===== config.mk =====
export PLATFORM = sky130hd
export DESIGN_NAME = instr_encoder_flat
export DESIGN_NICKNAME = d
export VERILOG_FILES = /design/src/rtl/instr_encoder_pkg.sv /design/src/rtl/instr_encoder_if.sv /design/src/rtl/enc_fifo2.sv /design/src/rtl/instr_encoder.sv /design/src/flat_wrapper.sv
export VERILOG_INCLUDE_DIRS = /design/src /design/src/rtl
export SDC_FILE = /design/constraint.sdc
export NUM_CORES = 1
export LEC_CHECK = 0
export CORE_UTILIZATION = 40
export DETAILED_ROUTE_END_ITERATION = 16
export PLACE_DENSITY = 0.66
export RECOVER_POWER = 25
export SETUP_SLACK_MARGIN = 0.15
export SLEW_MARGIN = 20
export SYNTH_ARGS = -nofsm -noshare
export SYNTH_HDL_FRONTEND = slang
export SYNTH_SLANG_ARGS = --single-unit

===== constraint.sdc =====
create_clock -name e_clk -period 8.5 [get_ports e_clk]
set_input_delay 2.125 -clock e_clk [delete_from_list [all_inputs] [get_ports e_clk]]
set_output_delay 2.125 -clock e_clk [all_outputs]
set_load 0.01 [all_outputs]

===== src/rtl/instr_encoder_defs.sv =====
// Shared ISA definitions for the encoder and the decode stage.
// Holds word/field widths, every legal opcode (OP_*) and the R-type funct codes (FN_*).
// Include guard allows several files in one compilation unit to include it.
`ifndef INSTR_ENCODER_DEFS_SV
`define INSTR_ENCODER_DEFS_SV

`define IWIDTH        32
`define DWIDTH        32
`define AWIDTH        5
`define OPCODE_WIDTH  6
`define FUNCT_WIDTH   6
`define IMM_WIDTH     16

`define OP_RTYPE      6'h00
`define OP_LW         6'h01
`define OP_SW         6'h02
`define OP_BEQ        6'h03
`define OP_ADDI       6'h04
`define OP_BNE        6'h05
`define OP_J          6'h06
`define OP_JAL        6'h07

`define FN_SLL        6'h00
`define FN_SRL        6'h02
`define FN_ADD        6'h20
`define FN_SUB        6'h22
`define FN_AND        6'h24
`define FN_OR         6'h25
`define FN_SLT        6'h2A

`endif


===== src/rtl/instr_encoder_pkg.sv =====
// Encoder package: field widths, request payload struct, format select,
// opcode legality and word packing helpers shared by the encoder files.
`include "instr_encoder_defs.sv"

package instr_encoder_pkg;

  localparam int unsigned IW   = `IWIDTH;
  localparam int unsigned OPW  = `OPCODE_WIDTH;
  localparam int unsigned FNW  = `FUNCT_WIDTH;
  localparam int unsigned AW   = `AWIDTH;
  localparam int unsigned IMMW = `IMM_WIDTH;
  localparam int unsigned SHW  = 5;
  localparam int unsigned TGTW = 26;
  localparam int unsigned ECW  = 8;

  typedef enum logic [1:0] {
    FMT_R,
    FMT_I,
    FMT_J
  } fmt_e;

  typedef struct packed {
    logic [OPW-1:0]  opcode;
    logic [FNW-1:0]  funct;
    logic [AW-1:0]   rs;
    logic [AW-1:0]   rt;
    logic [AW-1:0]   rd;
    logic [SHW-1:0]  shamt;
    logic [IMMW-1:0] imm;
    logic [TGTW-1:0] target;
  } enc_req_t;

  // Instruction format implied by the opcode.
  function automatic fmt_e fmt_of(input logic [OPW-1:0] op);
    if (op == `OP_RTYPE) begin
      return FMT_R;
    end else if (op == `OP_J || op == `OP_JAL) begin
      return FMT_J;
    end else begin
      return FMT_I;
    end
  endfunction

  // True only for opcodes present in the shared define list.
  function automatic logic is_legal(input logic [OPW-1:0] op);
    case (op)
      `OP_RTYPE, `OP_LW, `OP_SW, `OP_BEQ,
      `OP_ADDI, `OP_BNE, `OP_J, `OP_JAL: return 1'b1;
      default:                           return 1'b0;
    endcase
  endfunction

  // Pack a request into its 32-bit word; fields outside the format are dropped.
  function automatic logic [IW-1:0] pack_word(input enc_req_t req);
    case (fmt_of(req.opcode))
      FMT_R:   return {req.opcode, req.rs, req.rt, req.rd, req.shamt, req.funct};
      FMT_J:   return {req.opcode, req.target};
      default: return {req.opcode, req.rs, req.rt, req.imm};
    endcase
  endfunction

endpackage


===== src/rtl/instr_encoder_if.sv =====
// Encoder bus: field request channel (e_i_valid/e_o_ready + fields) and
// word output channel (e_o_valid/e_i_ready, e_o_instr, e_o_addr) plus error status.
// master = request producer / word consumer, slave = encoder.
interface instr_encoder_if
  import instr_encoder_pkg::*;
#(
  parameter int unsigned MAW = 32
);

  logic            e_i_valid;
  logic            e_o_ready;
  logic [OPW-1:0]  e_i_opcode;
  logic [FNW-1:0]  e_i_funct;
  logic [AW-1:0]   e_i_addr_rs;
  logic [AW-1:0]   e_i_addr_rt;
  logic [AW-1:0]   e_i_addr_rd;
  logic [SHW-1:0]  e_i_shamt;
  logic [IMMW-1:0] e_i_imm;
  logic [TGTW-1:0] e_i_target;
  logic            e_o_valid;
  logic            e_i_ready;
  logic [IW-1:0]   e_o_instr;
  logic [MAW-1:0]  e_o_addr;
  logic            e_o_err;
  logic [ECW-1:0]  e_o_err_cnt;

  modport master (
    output e_i_valid, e_i_opcode, e_i_funct, e_i_addr_rs, e_i_addr_rt,
           e_i_addr_rd, e_i_shamt, e_i_imm, e_i_target, e_i_ready,
    input  e_o_ready, e_o_valid, e_o_instr, e_o_addr, e_o_err, e_o_err_cnt
  );

  modport slave (
    input  e_i_valid, e_i_opcode, e_i_funct, e_i_addr_rs, e_i_addr_rt,
           e_i_addr_rd, e_i_shamt, e_i_imm, e_i_target, e_i_ready,
    output e_o_ready, e_o_valid, e_o_instr, e_o_addr, e_o_err, e_o_err_cnt
  );

endinterface


===== src/rtl/enc_fifo2.sv =====
// Two-entry FIFO for encoded words.
// Ports: clk, rst_n (sync, active-low), push/wdata, pop, full, empty, head.
// Push is ignored when full and pop when empty; head is the oldest entry.
module enc_fifo2
  import instr_encoder_pkg::*;
(
  input  logic          clk,
  input  logic          rst_n,
  input  logic          push,
  input  logic          pop,
  input  logic [IW-1:0] wdata,
  output logic          full,
  output logic          empty,
  output logic [IW-1:0] head
);

  logic [IW-1:0] mem_q [0:1];
  logic          wr_q;
  logic          rd_q;
  logic [1:0]    cnt_q;
  logic          push_ok;
  logic          pop_ok;

  assign full    = (cnt_q == 2'd2);
  assign empty   = (cnt_q == 2'd0);
  assign push_ok = push & ~full;
  assign pop_ok  = pop & ~empty;
  assign head    = mem_q[rd_q];

  // Storage, pointers and occupancy; reset clears storage so head reads zero.
  always_ff @(posedge clk) begin
    if (!rst_n) begin
      for (int i = 0; i < 2; i++) begin
        mem_q[i] <= '0;
      end
      wr_q  <= 1'b0;
      rd_q  <= 1'b0;
      cnt_q <= 2'd0;
    end else begin
      if (push_ok) begin
        mem_q[wr_q] <= wdata;
        wr_q        <= ~wr_q;
      end
      if (pop_ok) begin
        rd_q <= ~rd_q;
      end
      case ({push_ok, pop_ok})
        2'b10:   cnt_q <= cnt_q + 2'd1;
        2'b01:   cnt_q <= cnt_q - 2'd1;
        default: cnt_q <= cnt_q;
      endcase
    end
  end

endmodule


===== src/rtl/instr_encoder.sv =====
// Field-level instruction encoder: packs requests into 32-bit words and streams
// them with sequential instruction-memory addresses through a 2-entry buffer.
// Ports: e_clk, e_rst (sync, active-low), bus (instr_encoder_if.slave):
//   request side e_i_valid/e_o_ready + fields, output side e_o_valid/e_i_ready,
//   e_o_instr, e_o_addr, error pulse e_o_err and saturating e_o_err_cnt.
module instr_encoder
  import instr_encoder_pkg::*;
#(
  parameter logic [31:0] BASE_ADDR = 32'h0000_0000,
  parameter int unsigned MAW       = 32
) (
  input  logic           e_clk,
  input  logic           e_rst,
  instr_encoder_if.slave bus
);

  enc_req_t       req_c;
  logic [IW-1:0]  word_c;
  logic [IW-1:0]  head_c;
  logic           legal_c;
  logic           accept_c;
  logic           push_c;
  logic           pop_c;
  logic           bad_c;
  logic           full_c;
  logic           empty_c;

  logic           run_q;
  logic           err_q;
  logic [ECW-1:0] err_cnt_q;
  logic [MAW-1:0] addr_q;

  // Gather the request fields into one payload.
  always_comb begin
    req_c        = '0;
    req_c.opcode = bus.e_i_opcode;
    req_c.funct  = bus.e_i_funct;
    req_c.rs     = bus.e_i_addr_rs;
    req_c.rt     = bus.e_i_addr_rt;
    req_c.rd     = bus.e_i_addr_rd;
    req_c.shamt  = bus.e_i_shamt;
    req_c.imm    = bus.e_i_imm;
    req_c.target = bus.e_i_target;
  end

  assign word_c   = pack_word(req_c);
  assign legal_c  = is_legal(req_c.opcode);
  assign accept_c = bus.e_i_valid & bus.e_o_ready;
  assign push_c   = accept_c & legal_c;
  // Illegal requests are consumed like any other, so they never stall.
  assign bad_c    = accept_c & ~legal_c;
  assign pop_c    = bus.e_o_valid & bus.e_i_ready;

  enc_fifo2 u_fifo (
    .clk   (e_clk),
    .rst_n (e_rst),
    .push  (push_c),
    .pop   (pop_c),
    .wdata (word_c),
    .full  (full_c),
    .empty (empty_c),
    .head  (head_c)
  );

  // run_q holds ready low while in reset; address tracks the FIFO head.
  always_ff @(posedge e_clk) begin
    if (!e_rst) begin
      run_q     <= 1'b0;
      err_q     <= 1'b0;
      err_cnt_q <= '0;
      addr_q    <= MAW'(BASE_ADDR);
    end else begin
      run_q <= 1'b1;
      err_q <= bad_c;
      if (bad_c && err_cnt_q != {ECW{1'b1}}) begin
        err_cnt_q <= err_cnt_q + ECW'(1);
      end
      if (pop_c) begin
        addr_q <= addr_q + MAW'(4);
      end
    end
  end

  assign bus.e_o_ready   = run_q & ~full_c;
  assign bus.e_o_valid   = ~empty_c;
  assign bus.e_o_instr   = head_c;
  assign bus.e_o_addr    = addr_q;
  assign bus.e_o_err     = err_q;
  assign bus.e_o_err_cnt = err_cnt_q;

endmodule


===== src/flat_wrapper.sv =====
// flat-port wrapper written by rule: the top's interface ports become plain ports
module instr_encoder_flat import instr_encoder_pkg::*;
#(
  parameter logic [31:0] BASE_ADDR = 32'h0000_0000,
  parameter int unsigned MAW       = 32
)
  (e_clk, e_rst, bus_e_i_valid, bus_e_i_opcode, bus_e_i_funct, bus_e_i_addr_rs, bus_e_i_addr_rt, bus_e_i_addr_rd, bus_e_i_shamt, bus_e_i_imm, bus_e_i_target, bus_e_i_ready, bus_e_o_ready, bus_e_o_valid, bus_e_o_instr, bus_e_o_addr, bus_e_o_err, bus_e_o_err_cnt);
  instr_encoder_if #(.MAW(MAW)) bus_i ();
  input  logic e_clk;
  input  logic e_rst;
  input wire logic [$bits(bus_i.e_i_valid)-1:0] bus_e_i_valid;
  input wire logic [$bits(bus_i.e_i_opcode)-1:0] bus_e_i_opcode;
  input wire logic [$bits(bus_i.e_i_funct)-1:0] bus_e_i_funct;
  input wire logic [$bits(bus_i.e_i_addr_rs)-1:0] bus_e_i_addr_rs;
  input wire logic [$bits(bus_i.e_i_addr_rt)-1:0] bus_e_i_addr_rt;
  input wire logic [$bits(bus_i.e_i_addr_rd)-1:0] bus_e_i_addr_rd;
  input wire logic [$bits(bus_i.e_i_shamt)-1:0] bus_e_i_shamt;
  input wire logic [$bits(bus_i.e_i_imm)-1:0] bus_e_i_imm;
  input wire logic [$bits(bus_i.e_i_target)-1:0] bus_e_i_target;
  input wire logic [$bits(bus_i.e_i_ready)-1:0] bus_e_i_ready;
  output wire logic [$bits(bus_i.e_o_ready)-1:0] bus_e_o_ready;
  output wire logic [$bits(bus_i.e_o_valid)-1:0] bus_e_o_valid;
  output wire logic [$bits(bus_i.e_o_instr)-1:0] bus_e_o_instr;
  output wire logic [$bits(bus_i.e_o_addr)-1:0] bus_e_o_addr;
  output wire logic [$bits(bus_i.e_o_err)-1:0] bus_e_o_err;
  output wire logic [$bits(bus_i.e_o_err_cnt)-1:0] bus_e_o_err_cnt;
  assign bus_i.e_i_valid = bus_e_i_valid;
  assign bus_i.e_i_opcode = bus_e_i_opcode;
  assign bus_i.e_i_funct = bus_e_i_funct;
  assign bus_i.e_i_addr_rs = bus_e_i_addr_rs;
  assign bus_i.e_i_addr_rt = bus_e_i_addr_rt;
  assign bus_i.e_i_addr_rd = bus_e_i_addr_rd;
  assign bus_i.e_i_shamt = bus_e_i_shamt;
  assign bus_i.e_i_imm = bus_e_i_imm;
  assign bus_i.e_i_target = bus_e_i_target;
  assign bus_i.e_i_ready = bus_e_i_ready;
  assign bus_e_o_ready = bus_i.e_o_ready;
  assign bus_e_o_valid = bus_i.e_o_valid;
  assign bus_e_o_instr = bus_i.e_o_instr;
  assign bus_e_o_addr = bus_i.e_o_addr;
  assign bus_e_o_err = bus_i.e_o_err;
  assign bus_e_o_err_cnt = bus_i.e_o_err_cnt;
  instr_encoder #(.BASE_ADDR(BASE_ADDR), .MAW(MAW)) u_core (.e_clk(e_clk), .e_rst(e_rst), .bus(bus_i));
endmodule

==> results_dict.tcl, run 1 <==
set metrics [dict create \
    number_of_antenna_violations_at_the_first_check_in_global_routing 1 \
    dp.final_hpwl_um 8820 \
    met3_usage 0.0455 \
    power-per-cell-area_nw_per_um2 154 \
    post-route-util 0.577 \
    finalCriticalPeriod_ps 4920 \
    yosysUniqueCellTypes 41 \
    path_clk_slew_ps 70 \
    grt.total_usage 0.197 \
    detail_route.drc_violations 0 \
    worstSkewPairLatency_ps 340 \
    timing.final.max_slew_violations 0 \
    worstSetupPathType "in -> reg" \
    critPathMaxFanout 42 \
    postLayoutSetupSlackWorst_ps 3580 \
    maxClockFrequency_ghz 0.203 \
    core.rowCount 40 \
    busiest_layer "met2" \
    postCtsSetupRepairBufs 0 \
    routability_congestion_estimate_from_global_placement 0.783 \
    global_route.usage.met1 0.245 \
    yosysSeqAreaShare 0.557 \
    detail_route.iter0.violations 160 \
    post_synth_mux_area_share 0.0929 \
    worstHoldPathType "reg -> reg" \
    synth_compound_area_frac 0.0939 \
    initial_utilization 0.417 \
    signal_arrival_time_at_the_worst_endpoint_ps 4960 \
    overall_overflow_remaining_after_global_route 0 \
    tightest_slew_ps 1320 \
    status "finished clean" \
    average_cell_area_after_synthesis_um2 10.8 \
    timing.reg2reg.setup_slack_ps 6030 \
    die_h_um 115 \
    design.portCount 153 \
    ant_nets 0 \
    tritoncts_clock_tree "built" \
    worst_slew_margin_rel 0.121 \
    worstPathRequired_ps 8540 \
    cts-root-buf "sky130_fd_sc_hd__clkbuf_16" \
    totalNegativeSetupSlack_ps 0 \
    critical_path.startpoint_type "primary input" \
    setup.worst_path.end_class "flip-flop" \
    finalWirelength_um 12900 \
    floorplan.die_area_um2 13100 \
    maximum_capacitance_violations 0 \
    layout_worst_path_cycle_share 0.579 \
    layout-drive-gt1-share 0.101 \
    yosys.area_share.xor_xnor 0.0242 \
    avgViaCountPerCell 5.39 \
    worst_ir_drop_vdd_mv 0.0862 \
    report.final.setup_viol 0 \
    rr_worst_depth 5 \
    post_synthesis_instance_total 468 \
    grt_max_degree 43 \
    synth_fa_ha_area_frac 0.00741 \
    finish.cell_count_without_fillers 785 \
    post_synth_and_or_nand_nor_area_fraction 0.189 \
    end_of_the_worst_register_to_register_path "u_core.u_fifo.cnt_q[1]$_SDFFE_PN0P_" \
    total_power_mw 1.08 \
    cts_sink_cnt 109 \
    wire_length_of_the_first_global_routing_pass_um 20100 \
    firstDrtPassIters 4 \
    place_worst_setup_slack_ps 3370 \
    via_count 4232 \
    ys_seq_elements 109 \
    finClkSkew_ps 8.36 \
    mappedNetlistArea_um2 5070 \
    total_clock_buffers_created_by_cts 9 \
    placement.io_buffers 150 \
    p_leak_nw 2.57 \
    hold_viol_final 0 \
    route.detailed.wl_per_inst_um 16.5 \
    numPlacedInstances 768 \
    dominant_combinational_cell_family_by_area_after_synthesis "simple AND/OR/NAND/NOR gates" \
    grt_pass1_vias 4118 \
    grt.met2_usage 0.339 \
    crit_end "u_core.u_fifo.mem_q[0][8]$_SDFFCE_PN0P_" \
    fp.coreArea_um2 12200 \
    yosys_warnings 0 \
    area_delta_synth_final_pct 38.6 \
    finish.net_count 692 \
    cts-htree-levels 3 \
    reg2reg_from "u_core.u_fifo.cnt_q[0]$_SDFFE_PN0P_" \
    cts-resized-gates 0 \
    ctsHoldBuffers 0 \
    die_width_um 115 \
    grt_setup_unrepaired "false" \
    clk_path_buf_depth 2 \
    crit_path_start "e_rst" \
]
## cells in the final DEF, fill, tap and decap left out, drive strengths merged, types with 3 or more instances in the layout
cell type	instances
clkdlybuf4s50	107
nor2	74
edfxtp	64
dfxtp	45
dlygate4sd3	43
mux2	32
a21oi	25
and3	16
a221oi	16
or3	15
or4	15
o21ai	15
inv	15
nand2	13
nand4	13
nand3	12
mux2i	11
o31ai	11
xnor2	10
clkbuf	9
conb	8
and4	7
nor4	5
buf	5
xor2	4
nor3	4
or2	3
ha	3
clkinv	3
## sequential cells by signal, indices dropped and copies added (netlist names), named ones only
signal,flops
u_core.run_q,1
u_core.u_fifo.rd_q,1
u_core.u_fifo.cnt_q,2
u_core.bus.e_o_err_cnt,8
u_core.u_fifo.wr_q,1
u_core.bus.e_o_addr,30
u_core.bus.e_o_err,1
u_core.u_fifo.mem_q,64
## final cells by class
type / count / area, um^2
fill: 1053 / 5140
clock inverter: 7 / 56.3
timing repair buffer: 155 / 1540
multi-input combinational: 323 / 2110
antenna: 1 / 2.50
tap: 168 / 210
clock buffer: 9 / 225
inverter: 13 / 48.8
sequential: 109 / 2820
## worst max-delay path: stages
cell	delay, ps
sky130_fd_sc_hd__dlygate4sd3_1	710
sky130_fd_sc_hd__inv_1	1020
sky130_fd_sc_hd__or3_1	950
sky130_fd_sc_hd__nor2_1	140
## synthesized netlist by cell type, drive strengths merged
library cell	instances	area, um^2
buf	12	60.1
conb	1	3.75
o21ai	15	75.1
o31a	1	8.76
or4	15	113
o31ai	11	82.6
nand2b	2	12.5
mux2	32	360
and2	2	12.5
or2	3	18.8
inv	12	45.1
and3	16	100
xnor2	10	87.6
and4	7	61.3
clkinv	1	3.75
mux2i	11	110
nand3	12	60.1
o41ai	2	17.5
dfxtp	45	901
xor2	4	35.0
or3	15	93.8
nand2	13	48.8
ha	3	37.5
nor3	4	30.0
o211a	1	10.0
edfxtp	64	1920
nor4	5	31.3
clkbuf	18	67.6
nor2	74	278
nand4	13	87.6
o21a	1	7.51
o311ai	1	8.76
a21oi	25	125
or4b	1	10.0
a221oi	16	140
## worst min-delay path by stage
stage                                                      start                                      to  slack, ps  cells past startpoint
after floorplan              u_core.u_fifo.cnt_q[1]$_SDFFE_PN0P_     u_core.u_fifo.cnt_q[1]$_SDFFE_PN0P_        480                      2
after global placement      u_core.bus.e_o_addr[31]$_SDFFE_PN0P_    u_core.bus.e_o_addr[31]$_SDFFE_PN0P_        480                      2
after detailed placement    u_core.bus.e_o_addr[31]$_SDFFE_PN0P_    u_core.bus.e_o_addr[31]$_SDFFE_PN0P_        490                      2
after CTS                   u_core.bus.e_o_addr[31]$_SDFFE_PN0P_    u_core.bus.e_o_addr[31]$_SDFFE_PN0P_        500                      2
after global routing      u_core.bus.e_o_err_cnt[5]$_SDFFE_PN0P_  u_core.bus.e_o_err_cnt[5]$_SDFFE_PN0P_        530                      2
final                       u_core.bus.e_o_addr[31]$_SDFFE_PN0P_    u_core.bus.e_o_addr[31]$_SDFFE_PN0P_        500                      2
## routing by layer
layer	vias up	wire length [um]
met3	14	889
li1	2034	-
met2	137	6310
met1	2047	5600
met5	-	0
met4	0	127
## per-stage QoR
step | hold slack, ps | cell area [um^2]
after global routing | 535 | 7020
final | 501 | 7020
after global placement | 481 | 6730
after CTS | 501 | 7020
after detailed placement | 490 | 6740
after floorplan | 480 | 5090
## cells by family after synthesis
| logic type | after synthesis |
|---|---|
| multiplexers | 43 |
| other | 1 |
| AND/OR/NAND/NOR | 182 |
| AO/OA/AOI/OAI | 73 |
| XOR/XNOR | 14 |
| flip-flops | 109 |
| adder cells (fa/ha/maj) | 3 |
| buffers and inverters | 43 |
## power breakdown
part / switching (mW) / total, mW / internal [mW]
combinational: 0.0471 / 0.110 / 0.0634
sequential: 0.00480 / 0.575 / 0.571
clock: 0.193 / 0.396 / 0.203
No activity file was read; power rests on OpenSTA's default activity.
==> run 2: changes to the inputs <==
- PLACE_DENSITY: 0.66 -> 0.69
- clock period: 8.5 -> 4.4 ns (I/O delays scaled with it)
==> results_dict.tcl, run 2 (synthesis gave the netlist of run 1 again) <==
set metrics [dict create \
    fin_hold_ws_ps 510 \
    grt.met2_usage 0.363 \
    grt_pass1_vias 4233 \
    clk_path_buf_depth 2 \
    final_common_cell "sky130_fd_sc_hd__clkdlybuf4s50_1" \
    violations "capacitance limit, slew limit" \
    core.rowCount 40 \
    cts-resized-gates 0 \
    worstHoldPathType "reg -> reg" \
    wire_length_of_the_first_global_routing_pass_um 20400 \
    grt.total_usage 0.199 \
    die_h_um 115 \
    detail_route.iter0.violations 156 \
    totalNegativeSetupSlack_ps 0 \
    finalCriticalPeriod_ps 3630 \
    finClkSkew_ps 7.59 \
    maxClockFrequency_ghz 0.275 \
    tritoncts_clock_tree "built" \
    grt_setup_unrepaired "false" \
    tightest_slew_ps 1880 \
    ctsHoldBuffers 0 \
    largest_register_ffs 64 \
    critPathMaxFanout 32 \
    avgViaCountPerCell 5.39 \
    p_leak_nw 2.59 \
    firstDrtPassIters 5 \
    total_power_mw 2.14 \
    worst_ir_drop_vdd_mv 0.227 \
    worstSkewPairLatency_ps 340 \
    global_route.usage.met1 0.236 \
    placement.io_buffers 150 \
    power-per-cell-area_nw_per_um2 304 \
    grt_max_degree 42 \
    cts_sink_cnt 109 \
    worstPathRequired_ps 4390 \
    worstSetupPathType "in -> reg" \
    design.portCount 153 \
    initial_utilization 0.417 \
    routability_congestion_estimate_from_global_placement 0.777 \
    signal_arrival_time_at_the_worst_endpoint_ps 3620 \
    layout_worst_path_cycle_share 0.825 \
    setup.worst_path.end_class "flip-flop" \
    layout-drive-gt1-share 0.103 \
    postCtsSetupRepairBufs 0 \
    ant_nets 0 \
    total_clock_buffers_created_by_cts 9 \
    path_clk_slew_ps 70 \
    met3_usage 0.0535 \
    hold_viol_final 0 \
    antennaDiodeCount 0 \
    dp.final_hpwl_um 8730 \
    die_width_um 115 \
    via_count 4242 \
    timing.final.max_slew_violations 42 \
    busiest_layer "met2" \
    area_delta_synth_final_pct 39.2 \
    most-common-layout-cells "sky130_fd_sc_hd__clkdlybuf4s50_1, sky130_fd_sc_hd__nor2_1, sky130_fd_sc_hd__edfxtp_1" \
    worst_slew_margin_rel -0.252 \
    postLayoutSetupSlackWorst_ps 768 \
    report.final.setup_viol 0 \
    status "finished, violations left" \
    place_worst_setup_slack_ps 850 \
    cts-htree-levels 3 \
    top_register "u_core.u_fifo.mem_q" \
    route.detailed.wl_per_inst_um 16.1 \
    critical_path.startpoint_type "primary input" \
    maximum_capacitance_violations 1 \
    floorplan.die_area_um2 13100 \
    detail_route.drc_violations 0 \
    finish.net_count 695 \
    multi_input_gate_area_in_the_final_layout_um2 2110 \
    number_of_antenna_violations_at_the_first_check_in_global_routing 0 \
    finalWirelength_um 12700 \
    seq_area_um2 2820 \
    overall_overflow_remaining_after_global_route 0 \
    cts-root-buf "sky130_fd_sc_hd__clkbuf_16" \
    fillCellCount 1040 \
    fp.coreArea_um2 12200 \
]
## run 2: layer usage
metal / vias up / share of wire
met1: 2047 / 0.42
met5: - / 0
met4: 0 / 0.0032
li1: 2031 / -
met2: 160 / 0.50
met3: 4 / 0.076
## run 2: final timing paths
kind,startpoint,slack (ps),cells past startpoint,to
worst max-delay path,bus_e_i_opcode[3],770,8,u_core.u_fifo.mem_q[1][8]$_SDFFCE_PN0P_
worst min-delay path,u_core.bus.e_o_err_cnt[5]$_SDFFE_PN0P_,510,2,u_core.bus.e_o_err_cnt[5]$_SDFFE_PN0P_
worst max register to register,u_core.u_fifo.cnt_q[0]$_SDFFE_PN0P_,1960,5,u_core.u_fifo.cnt_q[1]$_SDFFE_PN0P_
worst min register to register,u_core.bus.e_o_err_cnt[5]$_SDFFE_PN0P_,510,2,u_core.bus.e_o_err_cnt[5]$_SDFFE_PN0P_
## run 2: layout make-up
class / count / area share
repair buffers: 158 / 0.220
clock inverters: 7 / 0.0117
multi-input cells: 323 / 0.299
well taps: 168 / 0.0298
clock buffers: 9 / 0.0319
flip-flops and latches: 109 / 0.400
inverters: 13 / 0.00692
## run 2: worst max-delay path, cell delays in order
cell                            delay (ps)
sky130_fd_sc_hd__dlygate4sd3_1         550
sky130_fd_sc_hd__nor3_1                190
sky130_fd_sc_hd__clkbuf_1              560
sky130_fd_sc_hd__and4_1                370
sky130_fd_sc_hd__nand3_1                90
sky130_fd_sc_hd__buf_4                 260
sky130_fd_sc_hd__nand2_1               100
sky130_fd_sc_hd__buf_4                 390
## run 2: through the flow
| stage | instance area, um^2 | utilization | std cells |
|---|---|---|---|
| final | 7050 | 0.580 | 787 |
| after global placement | 6750 | 0.555 | 771 |
| after floorplan | 5090 | - | 475 |
| after detailed placement | 6750 | 0.555 | 771 |
| after CTS | 7060 | 0.581 | 787 |
| after global routing | 7050 | 0.580 | 787 |
## run 2: power by group
group,switching (mW),leakage [nW],internal [mW],total [mW]
clock network,0.369,0.149,0.450,0.819
logic,0.0892,1.41,0.123,0.212
registers,0.00958,1.03,1.10,1.11
==> run 3: changes to the inputs <==
- clock period: 4.4 -> 3.15 ns (I/O delays scaled with it)
==> results_dict.tcl, run 3 (synthesis gave the netlist of run 1 again) <==
set metrics [dict create \
    status "finished clean" \
    core.rowCount 40 \
    finClkSkew_ps 6.97 \
    cts_sink_cnt 109 \
    dp.final_hpwl_um 8760 \
    layout-drive-gt1-share 0.106 \
    worst_slew_margin_rel 0.442 \
    ctsHoldBuffers 0 \
    path_clk_slew_ps 70 \
    placed_cell_area_um2 6830 \
    finalWirelength_um 12800 \
    design.portCount 153 \
    rr_worst_depth 5 \
    finish.cell_count_without_fillers 791 \
    power_frac_clock 0.354 \
    floorplan.die_area_um2 13100 \
    detail_route.drc_violations 0 \
    postLayoutSetupSlackWorst_ps 419 \
    avgViaCountPerCell 5.36 \
    tightest_slew_ps 837 \
    tritoncts_clock_tree "built" \
    min_from "u_core.bus.e_o_addr[31]$_SDFFE_PN0P_" \
    power.share.combinational 0.107 \
    layout_worst_path_cycle_share 0.867 \
    worst_hold_path_endpoint "u_core.bus.e_o_addr[31]$_SDFFE_PN0P_" \
    place_worst_setup_slack_ps 107 \
    worstSkewPairLatency_ps 340 \
    power-per-cell-area_nw_per_um2 406 \
    hold_viol_final 0 \
    critical_path.startpoint_type "flip-flop" \
    cts-resized-gates 0 \
    worst_ir_drop_vdd_mv 0.330 \
    grt_pass1_vias 4187 \
    end_of_the_worst_register_to_register_path "u_core.bus.e_o_addr[28]$_SDFFE_PN0P_" \
    min_path_cells 2 \
    top_register "u_core.u_fifo.mem_q" \
    fp.coreArea_um2 12200 \
    detail_route.iter0.violations 154 \
    timing.final.max_slew_violations 0 \
    clk_path_buf_depth 2 \
    largest_register_ffs 64 \
    timing.reg2reg.setup_slack_ps 730 \
    maximum_capacitance_violations 0 \
    numPlacedInstances 776 \
    totalNegativeSetupSlack_ps 0 \
    grt_max_degree 42 \
    critPathMaxFanout 32 \
    die_h_um 115 \
    grt_setup_unrepaired "false" \
    firstDrtPassIters 4 \
    postCtsSetupRepairBufs 0 \
    cts-htree-levels 3 \
    via_count 4237 \
    total_clock_buffers_created_by_cts 9 \
    maxClockFrequency_ghz 0.366 \
    layout_cell_area_excl_fill_um2 7080 \
    share_seq_of_total_power 0.540 \
    power.net_switching_mw 0.627 \
    reg2reg_from "u_core.bus.e_o_addr[2]$_SDFFE_PN0P_" \
    finalCriticalPeriod_ps 2730 \
    most-common-layout-cells "sky130_fd_sc_hd__clkdlybuf4s50_1, sky130_fd_sc_hd__nor2_1, sky130_fd_sc_hd__edfxtp_1" \
    cts-root-buf "sky130_fd_sc_hd__clkbuf_16" \
    number_of_antenna_violations_at_the_first_check_in_global_routing 1 \
    ant_nets 0 \
    p_leak_nw 2.58 \
    finish.net_count 700 \
    grt.total_usage 0.198 \
    cellInternalPower_mw 2.25 \
    worstSetupPathType "reg -> out" \
    sw_frac_of_total 0.218 \
    signal_arrival_time_at_the_worst_endpoint_ps 1940 \
    final_common_cell "sky130_fd_sc_hd__clkdlybuf4s50_1" \
    antennaDiodeCount 0 \
    overall_overflow_remaining_after_global_route 0 \
    initial_utilization 0.417 \
    report.final.setup_viol 0 \
    worstPathRequired_ps 2360 \
    route.detailed.wl_per_inst_um 16.2 \
    routability_congestion_estimate_from_global_placement 0.781 \
    die_width_um 115 \
    setup.worst_path.end_class "primary output" \
    area_delta_synth_final_pct 39.8 \
    wire_length_of_the_first_global_routing_pass_um 20300 \
    placement.io_buffers 150 \
    worstHoldPathType "reg -> reg" \
]
-- run 3: area by class of cell --
class,count,area [um^2]
Fill cell,1075,5080
Timing Repair Buffer,163,1630
Clock buffer,9,225
Sequential cell,109,2820
Inverter,13,48.8
Tap cell,168,210
Multi-Input combinational cell,323,2110
Clock inverter,6,40.0
-- run 3: power groups by stage --
stage                     clock network [mW]  registers (mW)  logic, mW
after floorplan                            0            1.58      0.120
after global placement                     0            1.58      0.307
after detailed placement                   0            1.58      0.311
after CTS                               1.05            1.55      0.313
after global routing                    1.10            1.56      0.330
final                                   1.02            1.55      0.306
-- run 3: metal layers --
metal  up-vias  GRT usage  routed length, um
li1       2043          -                  -
met4         2     0.0537                152
met3        15     0.0561               1110
met5         -          0                 13
met1      2034      0.224               5120
met2       143      0.363               6380
-- run 3: metrics by stage --
step	hold WS [ps]	util	power, mW
after floorplan	480	-	1.70
after global placement	471	0.562	1.89
after detailed placement	473	0.562	1.90
after CTS	487	0.583	2.91
after global routing	518	0.582	2.99
final	486	0.582	2.88
-- run 3: critical path: stages (launching register included) --
cell                              delay [ps]
sky130_fd_sc_hd__dfxtp_1                 310
sky130_fd_sc_hd__buf_4                   380
sky130_fd_sc_hd__mux2_2                  390
sky130_fd_sc_hd__clkdlybuf4s50_1         510
-- run 3: how the worst max path moves through the flow --
| stage | startpoint | slack, ps | depth (start not counted) | end |
|---|---|---|---|---|
| 6_report | flip-flop | 420 | 3 | bus_e_o_instr[28] |
| 5_1_grt | bus_e_i_ready | 310 | 5 | u_core.bus.e_o_addr[28]$_SDFFE_PN0P_ |
| 3_3_place_gp | bus_e_i_ready | 200 | 5 | u_core.bus.e_o_addr[26]$_SDFFE_PN0P_ |
| 4_1_cts | flip-flop | 390 | 3 | bus_e_o_instr[28] |
| 2_1_floorplan | bus_e_i_opcode[3] | 320 | 5 | u_core.u_fifo.mem_q[1][0]$_SDFFCE_PN0P_ |
| 3_5_place_dp | bus_e_i_ready | 110 | 5 | u_core.bus.e_o_addr[28]$_SDFFE_PN0P_ |
